<file path="src/rtl/fir_interp_stream_if.sv">
// AXI-Stream style sample channel shared by the input and output sides of the interpolator.
interface fir_interp_stream_if #(
  parameter int unsigned DW = 24
) ();
  logic          tvalid;
  logic          tready;
  logic [DW-1:0] tdata;

  // Source side drives valid/data, sink side drives ready.
  modport master (output tvalid, output tdata, input tready);
  modport slave  (input tvalid, input tdata, output tready);
endinterface

</file>
<file path="src/rtl/fir_interp_stream.sv">
// Polyphase FIR interpolator: INTERP outputs per accepted input, zero-stuff + FIR equivalent,
// gain-corrected by the polyphase shift, rounded half-up and saturated to DW bits.
module fir_interp_stream #(
  parameter int unsigned DW     = 24,
  parameter int unsigned TAPS   = 16,
  parameter int unsigned INTERP = 2,
  parameter int unsigned CW     = 16,
  parameter real         COEF [TAPS] = '{default: 0.0625}
) (
  input  logic                 clk,
  input  logic                 rst,
  fir_interp_stream_if.slave   s_axis,
  fir_interp_stream_if.master  m_axis
);

  localparam int unsigned L      = TAPS / INTERP;
  localparam int unsigned GS     = $clog2(INTERP);
  localparam int unsigned TIW    = $clog2(TAPS);
  localparam int unsigned AW     = DW + CW + $clog2(L) + 2;
  localparam int unsigned SH     = CW - 1 - GS;
  localparam int unsigned RND_SH = CW - 2 - GS;
  localparam logic [GS-1:0] P_LAST = GS'(INTERP - 1);
  localparam logic signed [AW-1:0] MAXV = {{(AW-DW+1){1'b0}}, {(DW-1){1'b1}}};
  localparam logic signed [AW-1:0] MINV = {{(AW-DW+1){1'b1}}, {(DW-1){1'b0}}};

  // Round-to-nearest quantisation of a real coefficient, clamped to the signed CW range.
  function automatic int quant(input real c);
    real s;
    int  q;
    s = c * (2.0 ** (CW - 1));
    q = (s >= 0.0) ? $rtoi(s + 0.5) : -$rtoi(0.5 - s);
    if (q > (2 ** (CW - 1)) - 1) q = (2 ** (CW - 1)) - 1;
    if (q < -(2 ** (CW - 1)))    q = -(2 ** (CW - 1));
    return q;
  endfunction

  typedef enum logic [0:0] {IDLE, EMIT} state_t;

  state_t                 state;
  logic [GS-1:0]          p;
  logic signed [DW-1:0]   dl    [L];
  logic signed [DW-1:0]   dl_sh [L];
  logic signed [CW-1:0]   hq    [TAPS];
  logic [GS-1:0]          ph;
  logic [TIW-1:0]         idx;
  logic signed [DW-1:0]   src;
  logic signed [AW-1:0]   acc;
  logic signed [AW-1:0]   acc_r;
  logic signed [AW-1:0]   y_sh;
  logic signed [DW-1:0]   y;
  logic                   s_en;
  logic                   m_en;

  // Quantised coefficient table, fixed at elaboration.
  for (genvar j = 0; j < int'(TAPS); j++) begin : g_hq
    localparam int Q = quant(COEF[j]);
    assign hq[j] = CW'(Q);
  end

  // Ready when idle, or when the last phase is leaving this cycle (no bubble between inputs).
  assign s_axis.tready = !rst && (state == IDLE || (p == P_LAST && m_axis.tready));
  assign s_en = s_axis.tvalid && s_axis.tready;
  assign m_en = m_axis.tvalid && m_axis.tready;

  // Delay line as it would look after accepting the sample on the input.
  always_comb begin
    dl_sh[0] = $signed(s_axis.tdata);
    for (int k = 1; k < int'(L); k++) dl_sh[k] = dl[k-1];
  end

  // Phase MAC: phase 0 on the shifted line for a new sample, otherwise the next phase.
  always_comb begin
    acc = '0;
    idx = '0;
    src = '0;
    ph  = s_en ? '0 : GS'(p + GS'(1));
    for (int k = 0; k < int'(L); k++) begin
      idx = TIW'(ph) + TIW'(k * int'(INTERP));
      src = s_en ? dl_sh[k] : dl[k];
      acc = acc + AW'(src) * AW'(hq[idx]);
    end
    acc_r = acc + (AW'(1) <<< RND_SH);
    y_sh  = acc_r >>> SH;
  end

  // Clamp the rescaled sum to the output range.
  always_comb begin
    if (y_sh > MAXV)      y = DW'(MAXV);
    else if (y_sh < MINV) y = DW'(MINV);
    else                  y = DW'(y_sh);
  end

  // Control FSM with registered output channel; stalls hold everything.
  always_ff @(posedge clk) begin
    if (rst) begin
      state         <= IDLE;
      p             <= '0;
      m_axis.tvalid <= 1'b0;
      m_axis.tdata  <= '0;
      for (int k = 0; k < int'(L); k++) dl[k] <= '0;
    end else begin
      case (state)
        IDLE: begin
          if (s_en) begin
            dl            <= dl_sh;
            p             <= '0;
            m_axis.tdata  <= y;
            m_axis.tvalid <= 1'b1;
            state         <= EMIT;
          end
        end
        EMIT: begin
          if (m_en) begin
            if (p != P_LAST) begin
              p            <= p + GS'(1);
              m_axis.tdata <= y;
            end else if (s_en) begin
              dl           <= dl_sh;
              p            <= '0;
              m_axis.tdata <= y;
            end else begin
              m_axis.tvalid <= 1'b0;
              state         <= IDLE;
            end
          end
        end
        default: state <= IDLE;
      endcase
    end
  end

endmodule

</file>
<file path="src/flat_wrapper.sv">
// flat-port wrapper written by rule: the top's interface ports become plain ports
module fir_interp_stream_flat 
#(
  parameter int unsigned DW     = 24,
  parameter int unsigned TAPS   = 16,
  parameter int unsigned INTERP = 2,
  parameter int unsigned CW     = 16,
  parameter real         COEF [TAPS] = '{default: 0.0625}
)
  (clk, rst, s_axis_tvalid, s_axis_tdata, s_axis_tready, m_axis_tvalid, m_axis_tdata, m_axis_tready);
  fir_interp_stream_if #(.DW(DW)) s_axis_i ();
  fir_interp_stream_if #(.DW(DW)) m_axis_i ();
  input  logic clk;
  input  logic rst;
  input wire logic [$bits(s_axis_i.tvalid)-1:0] s_axis_tvalid;
  input wire logic [$bits(s_axis_i.tdata)-1:0] s_axis_tdata;
  output wire logic [$bits(s_axis_i.tready)-1:0] s_axis_tready;
  output wire logic [$bits(m_axis_i.tvalid)-1:0] m_axis_tvalid;
  output wire logic [$bits(m_axis_i.tdata)-1:0] m_axis_tdata;
  input wire logic [$bits(m_axis_i.tready)-1:0] m_axis_tready;
  assign s_axis_i.tvalid = s_axis_tvalid;
  assign s_axis_i.tdata = s_axis_tdata;
  assign s_axis_tready = s_axis_i.tready;
  assign m_axis_tvalid = m_axis_i.tvalid;
  assign m_axis_tdata = m_axis_i.tdata;
  assign m_axis_i.tready = m_axis_tready;
  fir_interp_stream #(.DW(DW), .TAPS(TAPS), .INTERP(INTERP), .CW(CW), .COEF(COEF)) u_core (.clk(clk), .rst(rst), .s_axis(s_axis_i), .m_axis(m_axis_i));
endmodule
</file>
<file path="config.mk">
export PLATFORM = sky130hd
export DESIGN_NAME = fir_interp_stream_flat
export DESIGN_NICKNAME = d
export VERILOG_FILES = /design/src/rtl/fir_interp_stream_if.sv /design/src/rtl/fir_interp_stream.sv /design/src/flat_wrapper.sv
export SDC_FILE = /design/constraint.sdc
export NUM_CORES = 1
export LEC_CHECK = 0
export ABC_AREA = 0
export BUFFER_PORTS_ARGS = -buffer_cell sky130_fd_sc_hd__buf_2
export CAP_MARGIN = 0
export CORE_MARGIN = 3
export CORE_UTILIZATION = 35
export CTS_CLUSTER_SIZE = 25
export DETAILED_ROUTE_END_ITERATION = 10
export PLACE_DENSITY = 0.52
export SLEW_MARGIN = 5
export SYNTH_ARGS = -nofsm -noshare
export SYNTH_HDL_FRONTEND = slang
export SYNTH_SLANG_ARGS = --single-unit
</file>
<file path="constraint.sdc">
create_clock -name clk -period 7.4 [get_ports clk]
set_clock_uncertainty 0.1 [all_clocks]
set_input_delay 0.37 -clock clk [delete_from_list [all_inputs] [get_ports clk]]
set_output_delay 0.37 -clock clk [all_outputs]
set_load 0.05 [all_outputs]
</file>
# Word level (Yosys, flattened, before mapping)
# Memory sizes are Yosys's and may differ from the RTL's.
# Index checks and enable logic that the tools add are counted.
# op_classes
add_sub_neg,16
mul,8
n_div,0
order_cmp,10
n_eq_ne,4
n_shift,0
mux,49
bitwise_logic,9
reduce_logical,9
# op_table
operator,n
$mux W192,3
$pmux W192 S2,1
$mul A24 B16 Y40,8
$add A45 B45 Y45,7
$mux W24,13
$mux W16,16
$pmux W24 S2,1
$add A45 B15 Y45 const B,1
$ge A5 B5 Y1 const B,8
$not A4 Y5,7
$gt A31 B24 Y1 const B,1
$lt A31 B24 Y1 const B,1
$mux W1,12
$add A1 B3 Y4 const B,2
$add A1 B4 Y4 const B,2
$ne A2 B2 Y1 const B,3
$pmux W1 S2,3
$not A1 Y5,1
$add A2 B3 Y4 const B,1
$logic_and A1 B1 Y1,4
$reduce_and A2 Y1,2
$reduce_and A4 Y1,1
$add A1 B2 Y3 const B,1
$add A2 B2 Y3 const B,1
5 further kinds,5
# totals
reg_bits,219
latch_bits,0
ramBits,0
romBits,2048
out_inout_bits,26
mem_count,8
# memory_table
name,depth,word_bits,rd,rd_clocked_by_memory_dff,wr,line,rtl
(no name shown),16,16,1,0,0,fir_interp_stream.sv:80,acc = acc + AW'(src) * AW'(hq[idx]);
(no name shown),16,16,1,0,0,fir_interp_stream.sv:80,
(no name shown),16,16,1,0,0,fir_interp_stream.sv:80,
(no name shown),16,16,1,0,0,fir_interp_stream.sv:80,
(no name shown),16,16,1,0,0,fir_interp_stream.sv:80,
(no name shown),16,16,1,0,0,fir_interp_stream.sv:80,
2 more memories,-,-,-,-,-,-,

# Longest topological paths before layout
# Gate-level depths: netlist of the first run.
# depth
depth_word,26
ltp_mapped,27
ltp_nobuf,22

# Least setup slack after synthesis of the first run
# Ideal clock, no wire load.
# synth_timing
kind,input to register
start,input port rst
end,register u_core.m_axis.tdata[22]
setup_ps,81
arrival_ps,7129
required_time_ps,7219
setup_slack_ps,90
stages,24
cell_sequence,clkbuf_1 > a21oi_1 > and2_1 > clkbuf_1 > clkbuf_1 > clkbuf_1 > mux2_2 > fa_1 > fa_1 > fa_1 > inv_1 > fa_1 > inv_1 > ha_1 > nor2b_4 > o311a_1 > o211a_1 > o2111ai_2 > nand2_2 > o311a_1 > o21ai_4 > buf_6 > nand2_1 > a211oi_2
# synth_via
elab_chain_len,25
elab_cells_between_ends,75
# synth_rtl
item,line,rtl
start: declaration,flat_wrapper.sv:14,input logic rst;
$logic_not A1 Y1 *,fir_interp_stream.sv:61,assign s_axis.tready = !rst && (state == IDLE || (p == P_LAST && m_axis.tready));
$logic_and A1 B1 Y1 *,fir_interp_stream.sv:61,
net s_axis_tready,flat_wrapper.sv:17,output wire logic [$bits(s_axis_i.tready)-1:0] s_axis_tready;
$logic_and A1 B1 Y1 *,fir_interp_stream.sv:62,assign s_en = s_axis.tvalid && s_axis.tready;
$mux W1,fir_interp_stream.sv:76,ph = s_en ? '0 : GS'(p + GS'(1));
$add A1 B2 Y3,fir_interp_stream.sv:78,idx = TIW'(ph) + TIW'(k * int'(INTERP));
$not A4 Y5 (not written as such),fir_interp_stream.sv:80,
$mem_v2 Z16 W16,-,
[... 10 more ...],-,
$add A45 B15 Y45,fir_interp_stream.sv:82,acc_r = acc + (AW'(1) <<< RND_SH);
$lt A31 B24 Y1,fir_interp_stream.sv:89,else if (y_sh < MINV) y = DW'(MINV);
$mux W24,fir_interp_stream.sv:89,
$mux W24,fir_interp_stream.sv:88,if (y_sh > MAXV) y = DW'(MAXV);
$mux W24,"fir_interp_stream.sv:104, fir_interp_stream.sv:117",
$mux W24,fir_interp_stream.sv:114,if (p != P_LAST) begin
$mux W24,fir_interp_stream.sv:113,if (m_en) begin
$pmux W24 S2 *,fir_interp_stream.sv:102,case (state)
end signal: assignment,fir_interp_stream.sv:107,m_axis.tdata <= y;
end signal: assignment,fir_interp_stream.sv:116,m_axis.tdata <= y;
end signal: assignment,fir_interp_stream.sv:120,m_axis.tdata <= y;
end: declaration,fir_interp_stream_if.sv:10,"modport master (output tvalid, output tdata, input tready);"
# Mark *: on every way through the listed nets, which the timed path passes. The rest lies on a longest branch. The select of a mux whose other input is x is not followed.
# A chain may end at the register's enable or synchronous reset.

# Worst setup path in the final report of the first run
# layout_timing
start,register u_core.p
end,register u_core.m_axis.tdata[1]
# layout_via
elab_chain_len,26
elab_cells_between_ends,77
# layout_rtl
item,line,rtl
start: declaration,fir_interp_stream.sv:40,logic [GS-1:0] p;
start signal: assignment,fir_interp_stream.sv:115,p <= p + GS'(1);
$logic_and A1 B1 Y1,fir_interp_stream.sv:61,
$logic_or A1 B1 Y1,fir_interp_stream.sv:61,
$logic_and A1 B1 Y1,fir_interp_stream.sv:61,
$logic_and A1 B1 Y1,fir_interp_stream.sv:62,
$mux W1,fir_interp_stream.sv:76,
$add A1 B2 Y3,fir_interp_stream.sv:78,
$not A4 Y5 (not written as such),fir_interp_stream.sv:80,
$mem_v2 Z16 W16,-,
[... 10 more ...],-,
$add A45 B15 Y45,fir_interp_stream.sv:82,
$lt A31 B24 Y1,fir_interp_stream.sv:89,
$mux W24,fir_interp_stream.sv:89,
$mux W24,fir_interp_stream.sv:88,
$mux W24,"fir_interp_stream.sv:104, fir_interp_stream.sv:117",
$mux W24,fir_interp_stream.sv:114,
$mux W24,fir_interp_stream.sv:113,
$pmux W24 S2 *,fir_interp_stream.sv:102,
# Mark *: on every way between the ends. The rest lies on a longest branch, timed or not. The select of a mux whose other input is x is not followed.

==> summary.md, run 1 <==
| Metric | Value |
|---|---|
| Status | `finished with violations` |
| Failing checks | `slew limit` |
| Post-Synthesis Cells | `1736` |
| CP max FO | `26` |
| Drt initial violations | `547` |
| Starting Density | `35.8%` |
| GRT Util Overall | `14.8%` |
| Internal | `2.19 mW` |
| Final hold vios | `0` |
| Via density | `4.79` |
| Pre-antenna DRT Iters | `5` |
| Fmax | `144 MHz` |
| Max-slew violations | `16` |
| Rows | `75` |
| Most frequent CP cell | `fa_1` |
| Req. time, crit path | `7.75 ns` |
| Die ar. | `46000 µm²` |
| TNS Setup | `0 ns` |
| Clk pin slew, worst setup/hold paths | `0.06 ns` |
| Share of layout cells above drive strength 1 | `15.5%` |
| Synthesis Warnings | `0` |
| Clock Sinks | `219` |
| Switching Power | `0.812 mW` |
| Clock Power Share | `46.9%` |
| Logic pwr share | `12.6%` |
| Final Net Count | `1994` |
| Core Util, Final | `40.7%` |
| First-pass GRT wire length | `57900 µm` |
| Maximum VDD drop | `157 µV` |
| Flop2flop setup slack | `0.47 ns` |
| Buf/Inv on CP | `5` |
| Routed Antenna Nets | `0` |
| Yosys cell types | `54` |
| Initial antenna violation count | `1` |
| CTS tree | `built` |
| Main synth FF type | `dfxtp_1` |
| Core area | `42400 µm²` |
| Type of the tightest min-delay check | `primary input to flip-flop` |
| Syn nets | `1961` |
| Startpoint class of the critical path | `flip-flop` |
| Register area | `4380 µm²` |
| Critical Path AT | `7.27 ns` |
| Clk root buf | `clkbuf_16` |
| Syn_area_per_cell | `8.76 µm²` |
| Layout area overhead | `13.6%` |
| Post-Route WL | `34300 µm` |
| CP Cell Sequence | `nand2_1 > a21oi_2 > and2_4 > buf_4 > buf_12 > mux2_2 > fa_1 > fa_1 > fa_1 > inv_1 > fa_1 > inv_1 > ha_1 > nor2b_4 > o311a_1 > o211a_1 > o2111ai_2 > nand2_2 > o311a_1 > o21ai_4 > buf_4 > nand2_1 > a211oi_2` |
| Multi-input logic area | `9770 µm²` |
| Period utilisation layout | `93.6%` |
| Leakage | `7.12 nW` |
| Antenna cells | `0` |
| H-tree depth | `1` |
| RePlAce Congestion | `0.838` |
| Worst hold slack | `0.0380 ns` |
| Ports | `54` |
| Critical Setup Path Class | `flip-flop to flip-flop` |
| Post-route DRC | `0` |
| Minimum clock period | `6.93 ns` |
| Synth Cell Area | `15200 µm²` |
| Async set-reset flop share out of synthesis | `0%` |
| Slew at the pin closest to its max-slew limit | `1.51 ns` |
| Crit path max-delay family | `adder cells` |
| Fillers | `4290` |
| Pwr dens | `174 nW/µm²` |
| Die width | `214 µm` |
| GRT overflow | `0` |
| Critical Path End Type | `flip-flop` |
| Slowest stage cell on the critical path | `fa_1` |
| Sequential share of the synthesized area | `28.8%` |
| Post-synthesis register bit count | `219` |
| Max Cap Viol | `0` |
| Worst-Skew Late Latency | `0.55 ns` |
| Vias in the first global route | `11500` |
| Clock Tree Buf Depth | `3` |
| Seq pwr share | `40.5%` |
| Vias post-DR | `11300` |
| Relative slew slack | `-0.491%` |
| Sw Ratio | `27.0%` |
| Die Y | `214 µm` |
| Largest net degree at the start of global routing | `221` |
| Finish-stage setup viols | `0` |
| Unrepaired setup endpoints after global routing | `false` |
| PortBufs | `53` |
| Post-synth EDFFs | `0` |
| Drt wl/cell | `14.5 µm` |
| CP peak stage delay | `0.53 ns` |
| Number of buffers created by CTS | `28` |
| HPWL after DPL | `23300 µm` |
-- synthesized netlist by cell type (all sizes together), types with 2 or more instances --
| cell | instances | share of area (%) |
|---|---|---|
| nand2 | 439 | 11 |
| buf | 9 | 0.37 |
| xnor2 | 13 | 0.75 |
| a21o | 10 | 0.49 |
| mux2 | 119 | 8.8 |
| and2 | 2 | 0.082 |
| fa | 147 | 19 |
| o211ai | 3 | 0.15 |
| a22oi | 2 | 0.099 |
| a211oi | 24 | 1.9 |
| nand3 | 5 | 0.16 |
| mux2i | 75 | 4.9 |
| o21ai | 22 | 0.82 |
| nor2b | 3 | 0.17 |
| o311a | 3 | 0.20 |
| a211o | 2 | 0.12 |
| o21a | 4 | 0.20 |
| nand2b | 5 | 0.21 |
| nor2 | 38 | 0.94 |
| xor2 | 8 | 0.46 |
| ha | 50 | 4.1 |
| a31oi | 3 | 0.16 |
| and3 | 7 | 0.29 |
| clkbuf | 90 | 2.2 |
| nand4 | 2 | 0.082 |
| o21bai | 3 | 0.15 |
| a21oi | 227 | 7.5 |
| dfxtp | 219 | 29 |
| nor3 | 4 | 0.13 |
| nor4 | 2 | 0.082 |
| inv | 183 | 4.5 |
-- final timing paths --
path                                               end  cells after the start     startpoint
worst max register to register  u_core.m_axis.tdata[1]                     23       u_core.p
worst max-delay path            u_core.m_axis.tdata[1]                     23       u_core.p
worst min register to register           u_core.dl[17]                      2  u_core.dl[17]
worst min-delay path                          u_core.p                      3  m_axis_tready
-- cells by family (layout without fill, tap and decap cells) --
| kind of cell | after synthesis | count (layout) | share of synthesized area, % |
|---|---|---|---|
| and+or+nand+nor | 511 | 512 | 13.2 |
| DFF | 219 | 219 | 28.8 |
| AOI/OAI and AO/OA | 312 | 312 | 12.4 |
| buffers and inverters | 282 | 333 | 7.11 |
| xor gates and xnor gates | 21 | 21 | 1.21 |
| adders and majority gates | 197 | 197 | 23.5 |
| muxes | 194 | 194 | 13.8 |
-- flip-flops by register name, indices dropped and copies added, names as in the netlist --
name / cells
u_core.dl: 192
u_core.m_axis.tdata: 24
u_core.m_axis.tvalid: 1
u_core.p: 1
u_core.state: 1
-- layout by cell type, fill, tap and decap left out, drive strengths merged, types with 24 or more instances in the layout --
cell type    synthesis  final
a211oi              24     24
a21oi              227    227
buf                  9     76
clkbuf              90     38
dfxtp              219    219
dlygate4sd3          0     25
fa                 147    147
ha                  50     50
inv                183    185
mux2               119    119
mux2i               75     75
nand2              439    439
nor2                38     38
-- metal layers --
metal  track usage [%]  vias up  share of wire [%]
met4              3.73        0                1.8
li1                  -     5701                  -
met2              23.2      150                 45
met3              1.98       42                3.7
met5                 0        -                  0
met1              21.6     5436                 50
-- worst reg2reg max path, cell delays in order, from the launching register on --
cell	delay, ns
dfxtp_1	0.37
nand2_1	0.10
a21oi_2	0.34
and2_4	0.38
buf_4	0.19
buf_12	0.18
mux2_2	0.37
fa_1	0.51
fa_1	0.46
fa_1	0.52
inv_1	0.06
fa_1	0.53
inv_1	0.04
ha_1	0.34
nor2b_4	0.15
o311a_1	0.34
o211a_1	0.29
o2111ai_2	0.24
nand2_2	0.09
o311a_1	0.39
o21ai_4	0.30
buf_4	0.25
nand2_1	0.08
a211oi_2	0.22
-- stage by stage --
| step | power (mW) | area [µm²] | setup WS [ns] | cells |
|---|---|---|---|---|
| after global placement | 1.61 | 16000 | 0.519 | 2284 |
| after CTS | 3.05 | 17200 | 0.522 | 2358 |
| final | 3.01 | 17300 | 0.472 | 2365 |
| after global routing | 3.14 | 17300 | 0.0234 | 2365 |
| after floorplan | 1.51 | 15200 | 0.0897 | 1736 |
| after detailed placement | 1.61 | 16000 | 0.435 | 2284 |
-- power groups by stage --
stage	sequential, mW	combinational, mW	clock, mW
after floorplan	1.28	0.229	0
after global placement	1.24	0.366	0
after detailed placement	1.24	0.368	0
after CTS	1.22	0.381	1.46
after global routing	1.22	0.420	1.50
final	1.22	0.380	1.41
-- timing repair --
item | CTS | global route
hold buffers | 25 | 0
gates resized for setup | 0 | 1
endpoints found under the hold margin | 25 | 0
setup buffers | 0 | 6
endpoints found under the setup margin | 0 | 22
-- area by class of cell --
cell class / instances / area share (%)
multi-input cells: 1236 / 56.5
inverters: 183 / 3.98
repair buffers: 101 / 4.38
flip-flops and latches: 219 / 25.4
well taps: 577 / 4.18
clock inverters: 11 / 0.848
clock buffers: 38 / 4.69
(Power assumes the default switching activity.)
==> inputs of run 2 (changes only) <==
--- a/config.mk
+++ b/config.mk
@@ -12,2 +12,3 @@
 export CORE_UTILIZATION = 35
+export CTS_CLUSTER_DIAMETER = 150
 export CTS_CLUSTER_SIZE = 25
@@ -15,2 +16,3 @@
 export PLACE_DENSITY = 0.52
+export RECOVER_POWER = 25
 export SLEW_MARGIN = 5
--- a/constraint.sdc
+++ b/constraint.sdc
@@ -4,2 +4,2 @@
 set_output_delay 0.37 -clock clk [all_outputs]
-set_load 0.05 [all_outputs]
+set_load 0.01 [all_outputs]
==> run 2 against run 1 <==
Effect of this change: the run ends with capacitance limit, slew limit left; core utilization is 2.1 points lower; first-iteration DRC count is 12% higher; clock power is 48% lower; maximum frequency is 0.22% lower; largest power group is now registers; final area is 5.2% lower; non-clock buffer count is 23 lower; sequential share of layout area is 1.4 points higher; sequential power hardly changed; cell count is 2.5% lower; routed wire length is 2.1% lower; register-to-register slack worse by 0.02 ns; hold slack worse by 0.010 ns; critical endpoint unchanged.
==> summary.md, run 2 (synthesis results as in run 1) <==
| Metric | Value |
|---|---|
| Final hold vios | `0 (unchanged)` |
| Die width | `214 µm (unchanged)` |
| Critical Setup Path Class | `flip-flop to flip-flop` |
| Max-slew violations | `133 (+117)` |
| Fmax | `144 MHz (-0.22%)` |
| Commonest non-fill, non-tap cell in the layout | `nand2_1` |
| Via density | `4.83 (+0.91%)` |
| Seq pwr share | `53.6% (+13 points)` |
| Maximum VDD drop | `114 µV (-28%)` |
| Internal | `1.63 mW (-26%)` |
| Relative slew slack | `-138% (-140 points)` |
| H-tree depth | `1 (unchanged)` |
| Clock Sinks | `219 (unchanged)` |
| Largest reg by FF count | `u_core.dl` |
| Vias in the first global route | `11200 (-2.8%)` |
| Drt wl/cell | `14.6 µm (+0.41%)` |
| Finish-stage setup viols | `0 (unchanged)` |
| Slew at the pin closest to its max-slew limit | `3.57 ns (+2.06 ns)` |
| Clock Power Share | `32.1% (-15 points)` |
| Max Cap Viol | `1 (+1)` |
| First-pass GRT wire length | `56500 µm (-2.4%)` |
| PortBufs | `53 (unchanged)` |
| Initial antenna violation count | `1 (unchanged)` |
| TNS Setup | `0 ns (unchanged)` |
| Req. time, crit path | `7.69 ns (-0.06 ns)` |
| Core Util, Final | `38.6% (-2.1 points)` |
| Number of buffers created by CTS | `12 (-57%)` |
| Antenna cells | `0 (unchanged)` |
| Final Net Count | `1955 (-2.0%)` |
| Post-Route WL | `33600 µm (-2.1%)` |
| CP max FO | `26 (unchanged)` |
| Critical Path End Type | `flip-flop` |
| GRT Util Overall | `14.4% (-0.40 points)` |
| Logic pwr share | `14.3% (+1.7 points)` |
| Critical Path AT | `7.23 ns (-0.04 ns)` |
| HPWL after DPL | `23300 µm (unchanged)` |
| Switching Power | `0.636 mW (-22%)` |
| Max FFs per register | `192 (unchanged)` |
| Failing checks | `capacitance limit, slew limit` |
| Ports | `54 (unchanged)` |
| Most frequent cells in the layout | `nand2_1, a21oi_1, dfxtp_1` |
| Type of the tightest min-delay check | `primary input to flip-flop` |
| Core area | `42400 µm² (unchanged)` |
| Routed Antenna Nets | `0 (unchanged)` |
| Die ar. | `46000 µm² (unchanged)` |
| Final WS setup | `0.457 ns (-0.0155 ns)` |
| Clk root buf | `clkbuf_16` |
| Rows | `75 (unchanged)` |
| Worst hold slack | `0.0280 ns (-0.0100 ns)` |
| Starting Density | `35.8% (unchanged)` |
| Die Y | `214 µm (unchanged)` |
| GRT overflow | `0 (unchanged)` |
| Drt initial violations | `612 (+12%)` |
| Sw Ratio | `28.0% (+1.0 points)` |
| Vias post-DR | `11200 (-1.6%)` |
| Worst-Skew Late Latency | `0.50 ns (-0.05 ns)` |
| Minimum clock period | `6.94 ns (+0.0155 ns)` |
| Clock Tree Buf Depth | `3 (unchanged)` |
| Status | `finished with violations` |
| Pre-antenna DRT Iters | `5 (unchanged)` |
| Pwr dens | `138 nW/µm² (-20%)` |
| Leakage | `6.62 nW (-7.0%)` |
| Post-route DRC | `0 (unchanged)` |
| RePlAce Congestion | `0.838 (unchanged)` |
| Period utilisation layout | `93.8% (+0.21 points)` |
| Pre-CTS setup slack | `0.435 ns (unchanged)` |
| Clk pin slew, worst setup/hold paths | `0.10 ns (+0.04 ns)` |
| Layout area overhead | `7.74%` |
| Startpoint class of the critical path | `flip-flop` |
| CTS tree | `built` |
| Largest registers | `u_core.dl: 192 flops, u_core.m_axis.tdata: 24 flops` |
| Tot Pwr | `2.27 mW (-25%)` |
| Unrepaired setup endpoints after global routing | `false` |
| Share of layout cells above drive strength 1 | `12.6% (-2.9 points)` |
| Largest net degree at the start of global routing | `221 (unchanged)` |
[run 2: cell count changes in the layout (fill, tap and decap cells not counted), moves of 2 or more]
| cell | delta |
|---|---|
| buf_2 | -25 |
| buf_4 | -2 |
| bufinv_16 | -3 |
| clkbuf_1 | +22 |
| clkbuf_16 | -16 |
| clkbuf_8 | -5 |
| clkinv_2 | -3 |
| clkinvlp_4 | -2 |
| dlygate4sd3_1 | -21 |
| inv_6 | -2 |
[run 2: worst max-delay path: stages (launching register included)]
cell and delay, ns:
dfxtp_1 0.39, nand2_1 0.10, a21oi_2 0.34, and2_4 0.38, buf_4 0.17, buf_12 0.18
mux2_2 0.37, fa_1 0.51, fa_1 0.46, fa_1 0.52, inv_1 0.06, fa_1 0.53
inv_1 0.04, ha_1 0.34, nor2b_4 0.15, o311a_1 0.34, o211a_1 0.29, o2111ai_2 0.24
nand2_2 0.09, o311a_1 0.39, o21ai_4 0.29, buf_4 0.25, nand2_1 0.08, a211oi_2 0.22
[run 2: what timing repair did]
action | in CTS | in global routing
hold endpoints to repair | 4 | 0
endpoints found under the setup margin | 0 | 22
setup buffers | 0 | 4
gates resized for setup | 0 | 1
hold buffers | 4 | 0
[run 2: power groups by stage]
stage               Clock (mW)  Combinational, mW  Sequential (mW)
floorplan                    0              0.227             1.24
global route             0.806              0.363             1.22
detailed placement           0              0.325             1.24
CTS                      0.771              0.330             1.21
finish                   0.729              0.323             1.22
global placement             0              0.323             1.24
[run 2: final cells by class]
type / count / area, µm²
Clock buffer: 13 / 325
Clock inverter: 1 / 8.76
Fill cell: 4361 / 26000
Inverter: 183 / 687
Multi-Input combinational cell: 1236 / 9760
Sequential cell: 219 / 4380
Tap cell: 577 / 722
Timing Repair Buffer: 78 / 493
[run 2: routing by layer]
metal | share of wire (%) | vias up | wire, µm | track usage (%)
met5 | 0 | - | 0 | 0
met4 | 1.1 | 0 | 375 | 2.35
met3 | 3.5 | 25 | 1190 | 1.70
met2 | 45 | 123 | 15200 | 23.0
met1 | 50 | 5409 | 16800 | 21.3
li1 | - | 5595 | - | -
[run 2: final timing paths]
check             slack, ns                      to             from  depth (start not counted)
hold reg to reg        0.36           u_core.dl[17]    u_core.dl[17]                          2
setup reg to reg       0.46  u_core.m_axis.tdata[1]         u_core.p                         23
setup / recovery       0.46  u_core.m_axis.tdata[1]         u_core.p                         23
hold / removal         0.03          u_core.dl[173]  s_axis_tdata[5]                          3
[run 2: stage by stage]
step | std cells | cell area, µm²
floorplan | 1736 | 15200
global placement | 2284 | 16000
detailed placement | 2284 | 16000
CTS | 2302 | 16400
global route | 2307 | 16400
finish | 2307 | 16400
==> inputs of run 3 (changes only) <==
CTS_BUF_LIST = sky130_fd_sc_hd__clkbuf_8   (was not set)
==> run 3 against run 2 <==
Effect of this change: the flow still finishes with violations (capacitance limit, slew limit); maximum frequency grew 0.91%; clock power is 24% lower; sequential share of layout area barely moved; sequential cell count stayed put; final area about the same; first-iteration DRC count shrank 3.9%; global-route usage about the same; critical path type unchanged; critical endpoint unchanged.
==> summary.md, run 3 (synthesis results as in run 1) <==
| Metric | Value |
|---|---|
| Relative slew slack | `-137% (+1.2 points)` |
| Design Area, Final | `16400 µm² (about the same)` |
| Period utilisation layout | `93.0% (-0.85 points)` |
| Hold Crit Start | `s_axis_tvalid` |
| Post-route DRC | `0 (unchanged)` |
| Clk pin slew, worst setup/hold paths | `0.15 ns (+0.05 ns)` |
| Post-Route WL | `33200 µm (-1.3%)` |
| Status | `finished with violations` |
| Die Y | `214 µm (unchanged)` |
| CP peak stage delay | `0.56 ns (+0.03 ns)` |
| Antenna cells | `0 (unchanged)` |
| Post-CTS Setup Inserts | `0 (unchanged)` |
| Final hold vios | `0 (unchanged)` |
| GRT overflow | `0 (unchanged)` |
| Share of layout cells above drive strength 1 | `12.1% (-0.45 points)` |
| Most frequent CP cell | `fa_1` |
| Layout area overhead | `7.82% (about the same)` |
| Failing checks | `capacitance limit, slew limit` |
| Unrepaired setup endpoints after global routing | `false` |
| Worst R2R Start | `u_core.p` |
| Largest reg by FF count | `u_core.dl` |
| Worst-Skew Late Latency | `0.55 ns (+0.05 ns)` |
| Routed Antenna Nets | `0 (unchanged)` |
| Post-route non-filler standard cell count | `2322 (+0.65%)` |
| Die ar. | `46000 µm² (unchanged)` |
| Via density | `4.82 (-0.35%)` |
| Clock Sinks | `219 (unchanged)` |
| CP Cell Sequence | `nand2_1 > a21oi_1 > and2_4 > buf_12 > mux2_2 > fa_1 > fa_1 > fa_1 > inv_1 > fa_1 > inv_1 > ha_1 > a21oi_1 > o21ai_0 > o21ai_0 > a2bb2oi_1 > nand2_2 > o311a_1 > o21ai_4 > buf_4 > nand2_1 > a211oi_2` |
| Clock Tree Buf Depth | `3 (unchanged)` |
| CP startpoint | `u_core.p` |
| Slew at the pin closest to its max-slew limit | `3.55 ns (-0.0174 ns)` |
| Max FFs per register | `192 (unchanged)` |
| Placed Cells | `2284 (unchanged)` |
| Vias post-DR | `11200 (+0.30%)` |
| Initial antenna violation count | `1 (unchanged)` |
| Leakage | `6.61 nW (-0.12%)` |
| Startpoint class of the critical path | `flip-flop` |
| TNS Setup | `0 ns (unchanged)` |
| Minimum clock period | `6.88 ns (-0.0627 ns)` |
| Req. time, crit path | `7.73 ns (+0.04 ns)` |
| CP max FO | `27 (+3.8%)` |
| Number of buffers created by CTS | `12 (unchanged)` |
| Pre-CTS setup slack | `0.435 ns (unchanged)` |
| Tot Pwr | `2.10 mW (-7.5%)` |
| Critical Path End Type | `flip-flop` |
| Finish-stage setup viols | `0 (unchanged)` |
| Critical Path AT | `7.21 ns (-0.02 ns)` |
| Final WS setup | `0.520 ns (+0.0627 ns)` |
| Fmax | `145 MHz (+0.91%)` |
| Most frequent cells in the layout | `nand2_1, a21oi_1, dfxtp_1` |
| Ports | `54 (unchanged)` |
| Fillers | `4364 (+0.069%)` |
| RePlAce Congestion | `0.838 (unchanged)` |
| Type of the tightest min-delay check | `primary input to flip-flop` |
| Drt wl/cell | `14.3 µm (-1.9%)` |
| Largest net degree at the start of global routing | `221 (unchanged)` |
| Max-slew violations | `94 (-29%)` |
| Critical Setup Path Class | `flip-flop to flip-flop` |
| GRT Util Overall | `14.4% (+0.033 points)` |
| Die width | `214 µm (unchanged)` |
| Clk root buf | `clkbuf_8` |
| Starting Density | `35.8% (unchanged)` |
| Pwr dens | `128 nW/µm² (-7.6%)` |
| Buf/Inv on CP | `4 (-1)` |
| Pre-antenna DRT Iters | `4 (-1)` |
| H-tree depth | `1 (unchanged)` |
| Largest registers | `u_core.dl: 192 flops, u_core.m_axis.tdata: 24 flops` |
| Final Net Count | `1970 (+0.77%)` |
| First-pass GRT wire length | `56800 µm (+0.54%)` |
| CTS tree | `built` |
| Commonest non-fill, non-tap cell in the layout | `nand2_1` |
| PortBufs | `53 (unchanged)` |
| Max Cap Viol | `1 (unchanged)` |
| Core area | `42400 µm² (unchanged)` |
| Drt initial violations | `588 (-3.9%)` |
| Vias in the first global route | `11300 (+1.0%)` |
| HPWL after DPL | `23300 µm (unchanged)` |
| Placed Area | `16000 µm² (unchanged)` |
| Crit path max-delay family | `adder cells` |
| Rows | `75 (unchanged)` |
| Maximum VDD drop | `96.8 µV (-15%)` |
| Slowest stage cell on the critical path | `fa_1` |
run 3: changes by cell type in the layout (fill, tap and decap cells not counted), sizes merged:
| cell | previous run | this run |
|---|---|---|
| dlygate4sd3 | 4 | 24 |
| buf | 48 | 44 |
| and2 | 3 | 2 |
run 3: path summary, 6_finish.rpt:
| path | end | slack (ns) | depth (start not counted) |
|---|---|---|---|
| setup reg to reg | u_core.m_axis.tdata[1] | 0.52 | 22 |
| hold reg to reg | u_core.dl[99] | 0.35 | 2 |
| hold / removal | u_core.state | 0.05 | 3 |
| setup / recovery | u_core.m_axis.tdata[1] | 0.52 | 22 |
run 3: final cells by class:
type,count,area (µm²),area share [%]
clock buffers,13,179,1.09
clock inverters,1,8.76,0.0534
inverters,183,687,4.19
multi-input cells,1235,9750,59.5
flip-flops and latches,219,4380,26.7
well taps,577,722,4.40
repair buffers,94,663,4.05
run 3: per-stage QoR:
stage          hold slack, ns  util (%)
6_report               0.0463      38.6
5_1_grt                0.0570      38.6
4_1_cts                0.0112      38.8
3_5_place_dp            0.347      37.7
3_3_place_gp            0.339      37.7
2_1_floorplan           0.334         -
run 3: repair_timing:
item | 4_1_cts | 5_1_grt
endpoints found under the setup margin | 0 | 9
hold endpoints to repair | 24 | 0
resized for setup | 0 | 0
hold buffers | 24 | 0
run 3: layer usage:
layer  part of all wire, %  routed length [µm]  track usage [%]  vias to the layer above
met5                     0                   0                0                        -
met4                   1.1                 360             2.26                        0
met3                   3.3                1100             1.64                       22
met2                    46               15200             23.1                      130
met1                    50               16500             21.3                     5410
li1                      -                   -                -                     5623
run 3: tightest hold or removal path, cell delays in order:
cell	delay, ns
buf_2	0.13
a21oi_1	0.05
nor2_1	0.08
run 3: report_power, final:
group | internal [mW] | switching (mW)
clock | 0.163 | 0.390
sequential | 1.20 | 0.0167
combinational | 0.120 | 0.208
